<file path="src/rtl/fpc_pkg.sv">
// Shared definitions for FloPoCo-format datapath blocks: exception codes,
// operand width helper and the max-pool sequencer state encoding.
package fpc_pkg;

  localparam logic [1:0] FPC_EXC_ZERO   = 2'b00;
  localparam logic [1:0] FPC_EXC_NORMAL = 2'b01;
  localparam logic [1:0] FPC_EXC_INF    = 2'b10;
  localparam logic [1:0] FPC_EXC_NAN    = 2'b11;

  function automatic int fpc_width(input int we, input int wf);
    return we + wf + 3;
  endfunction

  typedef enum logic [1:0] {
    IDLE,
    ACCUM,
    EMIT
  } maxpool_state_t;

endpackage

</file>
<file path="src/rtl/fcmp_maxpool_seq_if.sv">
// Operand-in / result-out handshake bundle of the max-pool sequencer.
interface fcmp_maxpool_seq_if
  import fpc_pkg::*;
#(
  parameter int WE    = 7,
  parameter int WF    = 7,
  parameter int IDX_W = 2
);

  localparam int DATA_W = fpc_width(WE, WF);

  logic              in_valid;
  logic              in_ready;
  logic [DATA_W-1:0] in_data;
  logic              out_valid;
  logic              out_ready;
  logic [DATA_W-1:0] out_data;
  logic [IDX_W-1:0]  out_idx;
  logic              out_nan;

  modport master (
    output in_valid, in_data, out_ready,
    input  in_ready, out_valid, out_data, out_idx, out_nan
  );

  modport slave (
    input  in_valid, in_data, out_ready,
    output in_ready, out_valid, out_data, out_idx, out_nan
  );

endinterface

</file>
<file path="src/rtl/fcmp_maxpool_seq_fcmplt.sv">
// Combinational FloPoCo less-than comparator: XltY = X < Y, unordered when
// either operand is NaN. Signed zeros compare equal.
module fcmplt
  import fpc_pkg::*;
#(
  parameter int WE = 7,
  parameter int WF = 7,
  parameter int ID = 0
) (
  input  logic [WE+WF+2:0] X,
  input  logic [WE+WF+2:0] Y,
  output logic             XltY,
  output logic             unordered
);

  localparam int MAG_W = WE + WF + 2;

  if (WE < 1 || WF < 1 || ID < 0) begin : g_bad_param
    $error("fcmplt: illegal WE/WF/ID");
  end

  // Magnitude key ordered zero < normal < inf; payload ignored for zero/inf.
  function automatic logic [MAG_W-1:0] fpc_mag(input logic [WE+WF+2:0] v);
    case (v[WE+WF+2 -: 2])
      FPC_EXC_NORMAL: return {FPC_EXC_NORMAL, v[WE+WF-1:0]};
      FPC_EXC_INF:    return {FPC_EXC_INF, {(WE+WF){1'b0}}};
      default:        return '0;
    endcase
  endfunction

  function automatic logic fpc_sign(input logic [WE+WF+2:0] v);
    return v[WE+WF] & (v[WE+WF+2 -: 2] != FPC_EXC_ZERO);
  endfunction

  logic [MAG_W-1:0] mag_x, mag_y;
  logic             sign_x, sign_y;
  logic             lt;

  assign mag_x  = fpc_mag(X);
  assign mag_y  = fpc_mag(Y);
  assign sign_x = fpc_sign(X);
  assign sign_y = fpc_sign(Y);

  always_comb begin
    unordered = (X[WE+WF+2 -: 2] == FPC_EXC_NAN) | (Y[WE+WF+2 -: 2] == FPC_EXC_NAN);
    if (sign_x != sign_y) lt = sign_x;
    else if (sign_x)      lt = mag_x > mag_y;
    else                  lt = mag_x < mag_y;
    XltY = lt & ~unordered;
  end

endmodule

</file>
<file path="src/rtl/fcmp_maxpool_seq.sv">
// Streaming max-pool sequencer: one FloPoCo element per cycle through a shared
// fcmplt, emitting max, argmax and NaN flag once per WINDOW elements.
module fcmp_maxpool_seq
  import fpc_pkg::*;
#(
  parameter int WE     = 7,
  parameter int WF     = 7,
  parameter int WINDOW = 4,
  parameter int IDX_W  = (WINDOW > 1) ? $clog2(WINDOW) : 1
) (
  input  logic                clk,
  input  logic                rst_n,
  fcmp_maxpool_seq_if.slave   bus
);

  localparam int                DATA_W    = fpc_width(WE, WF);
  localparam logic [IDX_W-1:0]  LAST      = IDX_W'(WINDOW - 1);
  localparam logic [DATA_W-1:0] CANON_NAN = {FPC_EXC_NAN, {(DATA_W-2){1'b0}}};

  if (WINDOW < 1 || WINDOW > 256) begin : g_bad_window
    $error("fcmp_maxpool_seq: WINDOW must be 1..256");
  end

  function automatic logic [DATA_W-1:0] nan_canon(input logic nan,
                                                  input logic [DATA_W-1:0] v);
    return nan ? CANON_NAN : v;
  endfunction

  maxpool_state_t    state, state_next;
  logic [IDX_W-1:0]  count;
  logic [IDX_W-1:0]  idx_r, idx_next;
  logic [DATA_W-1:0] max_r, max_next;
  logic              nan_r, nan_next;
  logic              accept, last, first;
  logic              xlty, unordered;
  logic              out_valid_next;
  logic              out_valid;
  logic [DATA_W-1:0] out_data;
  logic [IDX_W-1:0]  out_idx;
  logic              out_nan;

  fcmplt #(.WE(WE), .WF(WF), .ID(0)) u_fcmplt (
    .X         (max_r),
    .Y         (bus.in_data),
    .XltY      (xlty),
    .unordered (unordered)
  );

  assign bus.in_ready  = (state != EMIT) | bus.out_ready;
  assign accept        = bus.in_valid & bus.in_ready;
  assign first         = (count == '0);
  assign last          = (count == LAST);
  assign bus.out_valid = out_valid;
  assign bus.out_data  = out_data;
  assign bus.out_idx   = out_idx;
  assign bus.out_nan   = out_nan;

  always_comb begin
    state_next = state;
    if (accept)                              state_next = last ? EMIT : ACCUM;
    else if (state == EMIT && bus.out_ready) state_next = IDLE;
    out_valid_next = (accept & last) | (out_valid & ~bus.out_ready);
  end

  // Running reduction; ties and -0/+0 keep the earlier element.
  always_comb begin
    max_next = max_r;
    idx_next = idx_r;
    nan_next = nan_r;
    if (first) begin
      max_next = bus.in_data;
      idx_next = '0;
      nan_next = (bus.in_data[DATA_W-1 -: 2] == FPC_EXC_NAN);
    end else if (unordered) begin
      nan_next = 1'b1;
    end else if (xlty) begin
      max_next = bus.in_data;
      idx_next = count;
    end
  end

  always_ff @(posedge clk or negedge rst_n) begin
    if (!rst_n) begin
      state     <= IDLE;
      count     <= '0;
      max_r     <= '0;
      idx_r     <= '0;
      nan_r     <= 1'b0;
      out_valid <= 1'b0;
      out_data  <= '0;
      out_idx   <= '0;
      out_nan   <= 1'b0;
    end else begin
      state     <= state_next;
      out_valid <= out_valid_next;
      if (accept) begin
        max_r <= max_next;
        idx_r <= idx_next;
        nan_r <= nan_next;
        count <= last ? '0 : count + 1'b1;
        if (last) begin
          out_data <= nan_canon(nan_next, max_next);
          out_idx  <= idx_next;
          out_nan  <= nan_next;
        end
      end
    end
  end

endmodule

</file>
<file path="src/flat_wrapper.sv">
// flat-port wrapper written by rule: the top's interface ports become plain ports
module fcmp_maxpool_seq_flat import fpc_pkg::*;
#(
  parameter int WE     = 7,
  parameter int WF     = 7,
  parameter int WINDOW = 4,
  parameter int IDX_W  = (WINDOW > 1) ? $clog2(WINDOW) : 1
)
  (clk, rst_n, bus_in_valid, bus_in_data, bus_out_ready, bus_in_ready, bus_out_valid, bus_out_data, bus_out_idx, bus_out_nan);
  fcmp_maxpool_seq_if #(.WE(WE), .WF(WF), .IDX_W(IDX_W)) bus_i ();
  input  logic clk;
  input  logic rst_n;
  input wire logic [$bits(bus_i.in_valid)-1:0] bus_in_valid;
  input wire logic [$bits(bus_i.in_data)-1:0] bus_in_data;
  input wire logic [$bits(bus_i.out_ready)-1:0] bus_out_ready;
  output wire logic [$bits(bus_i.in_ready)-1:0] bus_in_ready;
  output wire logic [$bits(bus_i.out_valid)-1:0] bus_out_valid;
  output wire logic [$bits(bus_i.out_data)-1:0] bus_out_data;
  output wire logic [$bits(bus_i.out_idx)-1:0] bus_out_idx;
  output wire logic [$bits(bus_i.out_nan)-1:0] bus_out_nan;
  assign bus_i.in_valid = bus_in_valid;
  assign bus_i.in_data = bus_in_data;
  assign bus_i.out_ready = bus_out_ready;
  assign bus_in_ready = bus_i.in_ready;
  assign bus_out_valid = bus_i.out_valid;
  assign bus_out_data = bus_i.out_data;
  assign bus_out_idx = bus_i.out_idx;
  assign bus_out_nan = bus_i.out_nan;
  fcmp_maxpool_seq #(.WE(WE), .WF(WF), .WINDOW(WINDOW), .IDX_W(IDX_W)) u_core (.clk(clk), .rst_n(rst_n), .bus(bus_i));
endmodule
</file>
<file path="config.mk">
export PLATFORM = sky130hd
export DESIGN_NAME = fcmp_maxpool_seq_flat
export DESIGN_NICKNAME = d
export VERILOG_FILES = /design/src/rtl/fpc_pkg.sv /design/src/rtl/fcmp_maxpool_seq_if.sv /design/src/rtl/fcmp_maxpool_seq_fcmplt.sv /design/src/rtl/fcmp_maxpool_seq.sv /design/src/flat_wrapper.sv
export SDC_FILE = /design/constraint.sdc
export NUM_CORES = 1
export LEC_CHECK = 0
export CAP_MARGIN = 30
export CORE_MARGIN = 2
export CORE_UTILIZATION = 40
export DETAILED_ROUTE_END_ITERATION = 8
export SLEW_MARGIN = 20
export SYNTH_ARGS = -nofsm -noshare
export SYNTH_HDL_FRONTEND = slang
export SYNTH_SLANG_ARGS = --single-unit
</file>
<file path="constraint.sdc">
create_clock -name clk -period 9.75 [get_ports clk]
set_input_delay 2.4375 -clock clk [delete_from_list [all_inputs] [get_ports clk]]
set_output_delay 2.4375 -clock clk [all_outputs]
set_load 0.03 [all_outputs]
</file>
==> impl_metrics.py <==
metrics = {
    "setup_path": {
        "worstSetupStartpointType": "input pin",
        "path_cells": "clkdlybuf4s50_1 -> inv_1 -> ha_1 -> and2_1 -> nand2_1 -> ha_1 -> nand4_2 -> nor4_2 -> o21ai_1 -> nand4_2 -> mux2i_4 -> buf_16 -> a21o_1 -> mux2_1",
        "rrSetupSlack_ns": 5.53,
        "critPathRequiredTime_ns": 9.94,
        "arrival_ns": 6.80,
        "reg2reg_from": "u_core.max_r[15]",
        "rr_worst_depth": 12,
        "slowest_delay_ns": 0.70,
        "crit_family": "simple AND/OR/NAND/NOR gates",
        "cp-end-kind": "flip-flop",
        "path_max_fanout": 19,
        "critPathSlowestCell": "a21o_1",
        "cp.buffers_inverters": 3,
        "rr_endpoint": "u_core.max_r[6]",
        "path_class": "input pin to flip-flop",
    },
    "sta": {
        "rsz0062_at_grt": "no",
        "whs_ns": 0.4931,
        "fmax_mhz": 151.1,
        "fin_skew_ns": 0.01002,
        "worstMarginPinSlew_ns": 0.8583,
        "setup-violations-final": 0,
        "final.setup.tns_ns": 0,
        "slew_headroom_pct": 42.78,
        "finalCriticalPeriod_ns": 6.616,
        "hold_viol": 0,
        "period_share_pct": 67.86,
        "final_max_slew_viol_count": 0,
    },
    "worst_hold_path": {
        "holdPathStages": 2,
        "holdPathEnd": "u_core.bus.out_idx[0]",
        "min_from": "u_core.bus.out_idx[0]",
        "hp-class": "flip-flop to flip-flop",
    },
    "route": {
        "detail_route.wl_per_cell_um": 15.04,
        "drt_iter0_drc": 128,
        "drt_drc_violations_left": 0,
        "avgViaCountPerCell": 5.178,
        "vias": 2149,
        "dr.pass1.iters": 4,
        "wl_um": 6243,
        "antenna_left": 0,
    },
    "run_status": {
        "status": "finished, final reports clean",
    },
    "clocking": {
        "clk_latency_ns": 0.31,
        "cts_setup_buffers": 0,
        "holdBufCountCts": 0,
        "cts_buffer_depth": 2,
        "ctsResizeCount": 0,
        "clk_pin_slew_ns": 0.10,
        "numClockSinks": 45,
        "numCtsBuffers": 5,
        "cts_tree": "done",
        "cts-root-buf": "clkbuf_8",
        "htreeDepth": 2,
    },
    "logic_synthesis": {
        "synth_top_family_by_area": "simple AND/OR/NAND/NOR gates",
        "synth_compound_area_share_pct": 13.60,
        "syn_area_per_cell_um2": 10.29,
        "synth_fa_ha_area_share_pct": 12.25,
        "yosys.cell_count.top_type": "dfrtp_1",
        "yosysTopAreaCell": "dfrtp_1",
        "synth_cell_type_count": 40,
        "synthTopCellsByArea": "dfrtp_1 39%, ha_1 12%, mux2i_1 6.6%, nor2b_1 4.4%, mux2_4 4.2%",
        "async_flop_share_pct": 100.0,
        "ys_warn_count": 0,
        "yosys_most_used_dff": "dfrtp_1",
        "syn_area_mm2": 0.002860,
        "synth_common_cells": "45 x dfrtp_1, 28 x ha_1, 23 x o21ai_0",
        "syn-num-nets": 327,
        "synthMuxAreaShare_pct": 14.39,
        "synth_edf_count": 0,
        "ys_seq_area_share_pct": 39.37,
        "yosys.area.top_type_share_pct": 39.37,
        "syn_inst": 278,
        "synthSimpleGateAreaFrac_pct": 16.40,
        "synth-seq-cells": 45,
        "synth_xor_xnor_area_share_pct": 0,
    },
    "die": {
        "start_util_pct": 41.64,
        "ios": 43,
        "dieHeight_um": 88.56,
        "fp.dieArea_mm2": 0.007843,
        "core-area_mm2": 0.006869,
        "rows": 30,
        "die-width_um": 88.56,
    },
    "global_route": {
        "grt_pass1_wl_um": 10810,
        "first_global_vias": 2240,
        "grt_max_degree": 28,
        "grt-ovfl-total": 0,
        "antenna_found_initial": 0,
        "grt_use_total_pct": 17.61,
    },
    "placement": {
        "place.gp.congestion": 0.8624,
        "io_buffers": 42,
        "placed_area_mm2": 0.003402,
        "hpwlAfterDp_um": 4532,
        "dp_cells": 406,
    },
    "cells_and_area": {
        "n_antenna_cell": 0,
        "syn_to_final_growth_pct": 22.53,
        "nets": 367,
        "drive_above_1_share_pct": 8.777,
        "multi_input_area_mm2": 0.001625,
        "final_cells": 415,
        "fillers": 649,
        "fin_util_pct": 51.02,
        "ff_latch_area_mm2": 0.001126,
        "finalInstanceArea_mm2": 0.003505,
    },
    "power_and_ir_drop": {
        "p_leak_nw": 1.621,
        "combPwrFrac_pct": 60.9,
        "sw_frac_of_total_pct": 42.73,
        "cellPowerDensity_mw_per_mm2": 334.4,
        "clkPwrFrac_pct": 10.5,
        "p_switching_w": 0.0005007,
        "seqPwrFrac_pct": 28.6,
        "internal_power_w": 0.0006712,
        "ir_worst_vdd_uv": 155.7,
    },
    "job": {
        "cap_violations": 0,
    },
}
power by group through the flow:
stage          sequential, W  clock [W]  combinational (W)
3_3_place_gp        0.000335          0           0.000683
5_1_grt             0.000349   0.000131           0.000789
2_1_floorplan       0.000405          0           0.000440
6_report            0.000335   0.000123           0.000714
4_1_cts             0.000335   0.000125           0.000718
3_5_place_dp        0.000339          0           0.000715
worst register-to-register path, cell delays in order, from the launching register on:
cell	delay, ns
dfrtp_1	0.44
inv_1	0.11
ha_1	0.47
and3_1	0.25
ha_1	0.31
nand4_2	0.16
nor4_2	0.27
o21ai_1	0.12
nand4_2	0.13
mux2i_4	0.51
buf_16	0.24
a21o_1	0.71
mux2_1	0.39
sequential cells by signal, indices dropped and copies added (netlist names):
| signal | cells |
|---|---|
| u_core.bus.out_data | 17 |
| u_core.state | 2 |
| u_core.idx_r | 2 |
| u_core.nan_r | 1 |
| u_core.bus.out_valid | 1 |
| u_core.max_r | 17 |
| u_core.bus.out_idx | 2 |
| u_core.bus.out_nan | 1 |
| u_core.count | 2 |
layer usage:
layer	part of all wire [%]	global-route usage (%)	vias up
met5	0	0	-
met4	1.5	5.785	0
met3	2.2	2.425	10
met2	45	28.02	29
met1	51	24.85	1024
li1	-	-	1086
worst max-delay path by stage:
stage / cells after the start / to / slack (ns) / from
3_5_place_dp: 14 / u_core.max_r[2] / 2.78 / bus_in_data[15]
2_1_floorplan: 15 / u_core.max_r[10] / 4.33 / bus_in_data[16]
6_report: 14 / u_core.max_r[6] / 3.13 / bus_in_data[15]
3_3_place_gp: 13 / u_core.max_r[2] / 2.60 / bus_in_data[15]
4_1_cts: 14 / u_core.max_r[2] / 3.10 / bus_in_data[15]
5_1_grt: 14 / u_core.max_r[5] / 2.80 / bus_in_data[15]
cell families after synthesis:
group,Yosys count
flip-flops,45
AND/OR/NAND/NOR,84
multiplexers,35
buffers and inverters,25
AO/OA/AOI/OAI,61
adder cells (fa/ha/maj),28
area by class of cell:
class	count	area share [%]
well taps	96	3.427
repair buffers	48	14.39
inverters	10	1.071
clock inverters	3	0.6426
clock buffers	5	1.964
multi-input cells	208	46.38
flip-flops and latches	45	32.13
metrics by stage:
| step | worst slack, ns | power (W) |
|---|---|---|
| 5_1_grt | 2.797 | 0.001269 |
| 3_5_place_dp | 2.775 | 0.001054 |
| 4_1_cts | 3.100 | 0.001178 |
| 6_report | 3.134 | 0.001172 |
| 3_3_place_gp | 2.595 | 0.001018 |
| 2_1_floorplan | 4.332 | 0.0008458 |
layout by cell type, fill, tap and decap left out, types with 2 or more instances in the layout:
cell type,Yosys,layout
dfrtp_1,45,45
clkdlybuf4s50_1,0,41
ha_1,28,28
nand2_1,22,22
o21ai_0,23,22
nor2b_1,20,20
mux2i_1,19,19
and3_1,15,15
a22oi_1,15,15
inv_1,10,10
mux2_4,8,8
a21oi_1,7,7
mux2_1,7,7
nor2_1,6,6
nor3_1,6,5
clkbuf_8,0,5
clkinvlp_4,0,3
buf_4,1,3
and2_1,2,2
nand3_1,2,2
nand4_1,2,2
nand4_2,2,2
a21o_1,2,2
o21ai_1,1,2
nor4_1,2,2
a221o_1,2,2
o31ai_1,2,2
o22ai_1,2,2
a211oi_1,2,2
buf_16,0,2
(Power assumes the default switching activity.)
